File: config.mk
export PLATFORM = sky130hd
export DESIGN_NAME = pipe_stage_buffer
export DESIGN_NICKNAME = d
export VERILOG_FILES = /design/src/rtl/pipe_pkg.sv /design/src/rtl/pipe_sat_counter.sv /design/src/rtl/pipe_stage_buffer.sv
export SDC_FILE = /design/constraint.sdc
export NUM_CORES = 1
export LEC_CHECK = 0
export ABC_AREA = 1
export ABC_CLOCK_PERIOD_IN_PS = 4000
export BUFFER_PORTS_ARGS = -buffer_cell sky130_fd_sc_hd__buf_2
export CORE_MARGIN = 2
export CORE_UTILIZATION = 58
export CTS_CLUSTER_DIAMETER = 200
export DETAILED_ROUTE_END_ITERATION = 10
export MAX_ROUTING_LAYER = met4
export PLACE_DENSITY = 0.93
export SYNTH_ARGS = -nofsm -noshare
export SYNTH_HDL_FRONTEND = slang
export SYNTH_HIERARCHICAL = 1
export SYNTH_SLANG_ARGS = --single-unit
File: constraint.sdc
create_clock -name clk -period 4 [get_ports clk]
set_clock_uncertainty 0.2 [all_clocks]
set_input_delay 0 -clock clk [delete_from_list [all_inputs] [get_ports clk]]
set_output_delay 0 -clock clk [all_outputs]
set_load 0.01 [all_outputs]
File: src/rtl/pipe_pkg.sv
// Shared types and constants for the generic pipeline-stage buffer.
// State encoding, EX/MEM control-bit indices and per-stage widths.
package pipe_pkg;

  typedef enum logic [1:0] {
    EMPTY = 2'd0,
    FULL  = 2'd1,
    SKID  = 2'd2
  } state_t;

  localparam int CTRL_ZF       = 0;
  localparam int CTRL_BRANCH   = 1;
  localparam int CTRL_MEMWRITE = 2;
  localparam int CTRL_REGWRITE = 3;
  localparam int CTRL_MEMTOREG = 4;

  localparam int IF_ID_DATA_W  = 64;
  localparam int IF_ID_CTRL_W  = 1;
  localparam int ID_EX_DATA_W  = 133;
  localparam int ID_EX_CTRL_W  = 9;
  localparam int EX_MEM_DATA_W = 101;
  localparam int EX_MEM_CTRL_W = 5;
  localparam int MEM_WB_DATA_W = 69;
  localparam int MEM_WB_CTRL_W = 2;

endpackage

File: src/rtl/pipe_sat_counter.sv
// Width-parametrised saturating up-counter.
// Holds at all-ones instead of wrapping.
module pipe_sat_counter #(
  parameter int W = 16
) (
  input  logic         clk,
  input  logic         rst_n,
  input  logic         inc,
  output logic [W-1:0] cnt
);

  // count up on inc, stop at the maximum value
  always_ff @(posedge clk or negedge rst_n) begin
    if (!rst_n) begin
      cnt <= '0;
    end else if (inc && (cnt != '1)) begin
      cnt <= cnt + 1'b1;
    end
  end

endmodule

File: src/rtl/pipe_stage_buffer.sv
// Generic pipeline-stage register with valid/ready and a 2-entry skid.
// Optional stall counter enabled by PIPE_STALL_CNT_EN.
module pipe_stage_buffer
  import pipe_pkg::*;
#(
  parameter int DATA_W = EX_MEM_DATA_W,
  parameter int CTRL_W = EX_MEM_CTRL_W,
  parameter int CNT_W  = 16
) (
  input  logic              clk,
  input  logic              rst_n,
  input  logic              i_valid,
  output logic              o_ready,
  input  logic [DATA_W-1:0] i_data,
  input  logic [CTRL_W-1:0] i_ctrl,
  input  logic              i_flush,
  output logic              o_valid,
  input  logic              i_ready,
  output logic [DATA_W-1:0] o_data,
`ifdef PIPE_STALL_CNT_EN
  output logic [CTRL_W-1:0] o_ctrl,
  output logic [CNT_W-1:0]  o_stall_cnt
`else
  output logic [CTRL_W-1:0] o_ctrl
`endif
);

  state_t            state;
  logic [DATA_W-1:0] main_d;
  logic [CTRL_W-1:0] main_c;
  logic [DATA_W-1:0] skid_d;
  logic [CTRL_W-1:0] skid_c;

  // handshake outputs decode straight from the state flop
  assign o_valid = (state != EMPTY);
  assign o_ready = (state != SKID);
  assign o_data  = main_d;
  assign o_ctrl  = main_c;

  // state and storage update; flush beats any capture
  always_ff @(posedge clk or negedge rst_n) begin
    if (!rst_n) begin
      state  <= EMPTY;
      main_d <= '0;
      main_c <= '0;
      skid_d <= '0;
      skid_c <= '0;
    end else if (i_flush) begin
      state  <= EMPTY;
      main_c <= '0;
      skid_c <= '0;
    end else begin
      unique case (state)
        EMPTY: begin
          if (i_valid) begin
            main_d <= i_data;
            main_c <= i_ctrl;
            state  <= FULL;
          end
        end
        FULL: begin
          if (i_ready) begin
            if (i_valid) begin
              main_d <= i_data;
              main_c <= i_ctrl;
            end else begin
              main_c <= '0;
              state  <= EMPTY;
            end
          end else if (i_valid) begin
            skid_d <= i_data;
            skid_c <= i_ctrl;
            state  <= SKID;
          end
        end
        SKID: begin
          if (i_ready) begin
            main_d <= skid_d;
            main_c <= skid_c;
            state  <= FULL;
          end
        end
        default: begin
          main_c <= '0;
          state  <= EMPTY;
        end
      endcase
    end
  end

`ifdef PIPE_STALL_CNT_EN
  logic stall;

  // a stall is a held entry the downstream refuses
  assign stall = o_valid & ~i_ready;

  pipe_sat_counter #(
    .W(CNT_W)
  ) u_stall_cnt (
    .clk  (clk),
    .rst_n(rst_n),
    .inc  (stall),
    .cnt  (o_stall_cnt)
  );
`else
  // counter width has no hardware in this build
  logic [CNT_W-1:0] unused_cnt_w;
  assign unused_cnt_w = '0;
`endif

endmodule

**Yosys cells after proc, flatten, opt, wreduce, memory -nomap -nowiden**

Cells that the tools add are included.

- Equal/unequal tests: 11
- Mux-type cells: 20
- Bitwise gates (word level): 2
- Reduce and logical (&&, ||, !) cells: 10

Operators with widths:

| kind | number |
|---|---|
| $mux W101 | 3 |
| $pmux W101 S3 | 1 |
| $mux W5 | 8 |
| $pmux W5 S3 | 1 |
| $mux W2 | 6 |
| $reduce_and A4 Y1 | 3 |
| $ne A3 B3 Y1 const B | 3 |
| $ne A2 B2 Y1 const B | 4 |
| $ne A4 B4 Y1 const B | 2 |
| $pmux W2 S3 | 1 |
| $reduce_and A3 Y1 | 2 |
| $reduce_bool A2 Y1 | 3 |
| $reduce_bool A3 Y1 | 1 |
| $eq A2 B1 Y1 const B | 1 |
| $eq A2 B2 Y1 const B | 1 |
| $logic_not A2 Y1 | 1 |
| $not A1 Y1 | 2 |

- Flip-flop bits (word level): 214
- Output and inout bits: 108

**Logic depth before layout (Yosys ltp)**

- Depth in word-level cells: 4
- Depth in mapped cells: 10
- Gate-level depth less buffers: 7

**Worst setup path before layout**

OpenSTA, ideal clock, no wires.

- Kind: flip-flop to flip-flop
- From: register state[1]
- To: register skid_d[30]
- Arrival: 1.276 ns
- Data required time: 3.670 ns
- Setup slack: 2.394 ns
- Cell stages (with the launch flop): 9
- Path buffers: 2
- Clock period less this slack: 1.606 ns
- Cells stage by stage: dfrtp_1 > inv_2 > nand2_1 > inv_2 > nand3_1 > buf_4 > inv_4 > clkbuf_1 > o21ai_1

- Cells in the longest elaborated chain, start to end: 2

Ends and longest elaborated chain:

| what | line | RTL |
|---|---|---|
| start, declared | pipe_stage_buffer.sv:28 | `state_t state;` |
| start signal, assigned | pipe_stage_buffer.sv:43 | `state <= EMPTY;` |
| start signal, assigned | pipe_stage_buffer.sv:49 | `state <= EMPTY;` |
| start signal, assigned | pipe_stage_buffer.sv:58 | `state <= FULL;` |
| $eq A2 B1 Y1 | pipe_stage_buffer.sv:53 | `unique case (state)` |
| $reduce_and A4 Y1 (no line) | - |  |
| end signal, assigned | pipe_stage_buffer.sv:71 | `skid_d <= i_data;` |
| end, declared | pipe_stage_buffer.sv:31 | `logic [DATA_W-1:0] skid_d;` |

Every way passes these cells.
A chain may end at the register's enable or synchronous reset.

**Final worst setup path**

- From: register state[1]
- To: register main_d[25] (netlist: o_data[25])

- Cells in the longest elaborated chain, start to end: 3
- Elaborated cells between the ends (all ways): 8
- Classes of those cells: eq/ne: 4; mux: 1; reduce/logical: 3

Ends and longest elaborated chain:

| what | line | RTL |
|---|---|---|
| $eq A2 B1 Y1, or another cell as far along | pipe_stage_buffer.sv:53 |  |
| $ne A2 B2 Y1 (no line) or $reduce_bool A3 Y1 (tied branches) | - |  |
| $reduce_and A4 Y1 (no line) | - |  |
| end signal, assigned | pipe_stage_buffer.sv:56 | `main_d <= i_data;` |
| end signal, assigned | pipe_stage_buffer.sv:64 | `main_d <= i_data;` |
| end signal, assigned | pipe_stage_buffer.sv:78 | `main_d <= skid_d;` |
| end, declared | pipe_stage_buffer.sv:29 | `logic [DATA_W-1:0] main_d;` |

Parallel ways exist; a longest one is shown, timed or not.

==> out/metrics.yaml <==
ctsHtreeMaxLevel: 1
p_seq_share_pct: 44.9
vias: 9881
sw_frac_of_total_pct: 31.5
ir_worst_vdd_v: 0.000336
io_pins: 219
yosys-top-cells-count: "nand2_1 (464), dfrtp_1 (214), o21ai_0 (190), inv_1 (105), nand3_1 (104)"
clockBufferDepth: 3
core_area_sq_um: 15900
relSlewSlack_pct: 16.7
clk_latency_ns: 0.50
drc_errors: 0
cts_tree: "built"
tns_ns: 0
dp_slack_ns: 0.859
rows: 46
slew_violations: 0
worstPathRequired_ns: 4.17
grt_max_degree: 133
ys_top_cells_by_area: "dfrtp_1 (57%), nand2_1 (18%), o21ai_0 (10%)"
die_w_um: 132
grt_pass1_wl_mm: 49.0
synth_top_area_share_pct: 56.6
setup_ws_ns: 0.693
r2r-end: "o_data[25]$_DFFE_PN0P_"
grt_pass1_vias: 9679
comb_power_share_pct: 23.3
drive_gt1_share_pct: 17.8
start_util_pct: 59.5
cp_max_fo: 101
synth_ff_type: "dfrtp_1"
dieArea_sq_um: 17300
hpwl_mm: 14.5
numPortBuffers: 218
postSynth.asyncResetShare_pct: 100
area_growth_pct: 35.7
min_period_ns: 3.31
synth_cells: 1180
avgSynthCellArea_sq_um: 8.02
synth_cell_types: 15
final_core_util_pct: 80.8
gp_congestion: 0.831
drt_iter0_drc: 1317
ys.warnings.count: 6
synth-edff-count: 0
fmax_mhz: 302
yosysTopAreaCell: "dfrtp_1"
cpMostUsedCell: "nand2_1"
max_stage_delay_ns: 0.96
fill_cells: 840
worstSetupStartpointType: "register"
critPathSlowestCell: "o21ai_4"
cts_sinks: 214
setup_violations: 0
crit_end: "o_data[25]$_DFFE_PN0P_"
cts_setup_buffers: 0
cts-root-buf: "clkbuf_16"
p_int_uw: 4690
cp_cell_sequence: "nand2_1, o21ai_4, nand2_4, nand2_1, nand2_1"
fin_nets: 1613
crit_cells: 5
cp_top_family: "simple AND/OR/NAND/NOR gates"
leakagePower_uw: 0.00682
end_kind: "register"
gr-usage-all-layers_pct: 35.9
synth_nets: 1291
maxCapViolations: 0
drt-vias-per-instance: 5.70
r2r_start: "state[1]$_DFFE_PN0P_"
critPathLaunch: "state[1]$_DFFE_PN0P_"
path_class: "reg2reg"
clkPwrFrac_pct: 31.8
worst-r2r-setup-slack_ns: 0.69
cts_resized: 0
worst_hold_path_type: "in2async"
clk_pin_slew_ns: 0.06
synth_most_common_cell: "nand2_1"
cp_num_buf_inv: 0
finalHoldViolations: 0
critPathArrivalTime_ns: 3.48
syn_area_sq_um: 9460
rsz0062_at_grt: "false"
n_antenna_cell: 0
cts_made_buffers: 22
post_drt_wl_per_cell_um: 17.7
rr_worst_depth: 5
wl_mm: 30.7
power.density_nw_per_um2: 533
dieHeight_um: 132
worst_slew_pin_slew_ns: 1.24
ys_seq_area_share_pct: 56.6
power_uw: 6850
drt-pass1-iter-count: 7
post-route-period-util_pct: 82.7
antenna_found_initial: 0
p_switching_uw: 2160
ant_nets: 0
ys_ff_latch: 214
outcome: "completed"
postCtsHoldBufs: 148
grt_overflow: 0
==> power groups by stage <==
stage | clock (uW) | sequential [uW] | combinational [uW]
global placement | 0 | 3030 | 1230
global route | 2280 | 3110 | 1750
finish | 2170 | 3070 | 1600
detailed placement | 0 | 3050 | 1300
CTS | 2170 | 3020 | 1490
floorplan | 0 | 3110 | 668
==> through the flow <==
stage | cells | hold slack (ns) | instance area (sq um)
6_report | 1734 | 0.0173 | 12800
5_1_grt | 1734 | 0.0715 | 12800
4_1_cts | 1734 | 0.0579 | 12800
3_5_place_dp | 1546 | 0.0279 | 10600
3_3_place_gp | 1546 | 0.0209 | 10600
2_1_floorplan | 1180 | -0.496 | 9460
==> final cells by class <==
type | instances | area, sq um | area share, %
Sequential cell | 214 | 5360 | 41.7
Multi-Input combinational cell | 781 | 3370 | 26.2
Inverter | 108 | 408 | 3.18
Clock inverter | 8 | 120 | 0.936
Timing Repair Buffer | 375 | 2670 | 20.8
Tap cell | 216 | 270 | 2.11
Clock buffer | 32 | 639 | 4.98
==> logic make-up after synthesis <==
logic type / synth area share [%]
buffers and inverters: 8.24
AND/OR/NAND/NOR: 24.2
flip-flops: 56.6
AO/OA/AOI/OAI: 10.9
==> sequential cells by signal, summed over array words and instances, names as in the netlist <==
signal / cells
skid_c: 5
skid_d: 101
o_data: 101
o_ctrl: 5
state: 2
==> placed cells by master, fill, tap and decap left out, types with 4 or more instances in the layout <==
cell type      instances
nand2_1              462
clkbuf_1               6
clkbuf_16             23
nor2_1                 4
o21ai_0              189
buf_4                  7
nand3_1              103
clkbuf_8               4
o21ai_1               15
buf_2                217
inv_1                105
dfrtp_1              214
dlygate4sd3_1        148
==> metal layers <==
layer  up-vias  global-route usage [%]  share of wire, %  wire, um
met1      4623                    44.7                36     11200
met5         -                       -                 0         0
met3       163                    6.33                10      3130
met2       746                    58.1                48     14900
met4         0                    15.5               5.1      1560
li1       4349                       -                 -         -
==> how the worst min path moves through the flow <==
stage	from	to	slack [ns]	depth (start not counted)
finish	rst_n	o_data[47]$_DFFE_PN0P_	0.02	2
global route	i_data[18]	skid_d[18]$_DFFE_PN0P_	0.07	4
CTS	i_data[21]	skid_d[21]$_DFFE_PN0P_	0.06	4
detailed placement	i_data[4]	skid_d[4]$_DFFE_PN0P_	0.03	3
global placement	i_ctrl[1]	skid_c[1]$_DFFE_PN0P_	0.02	3
floorplan	rst_n	o_ctrl[0]$_DFFE_PN0P_	-0.50	0
Note: power is estimated with default switching activity, not from simulation.
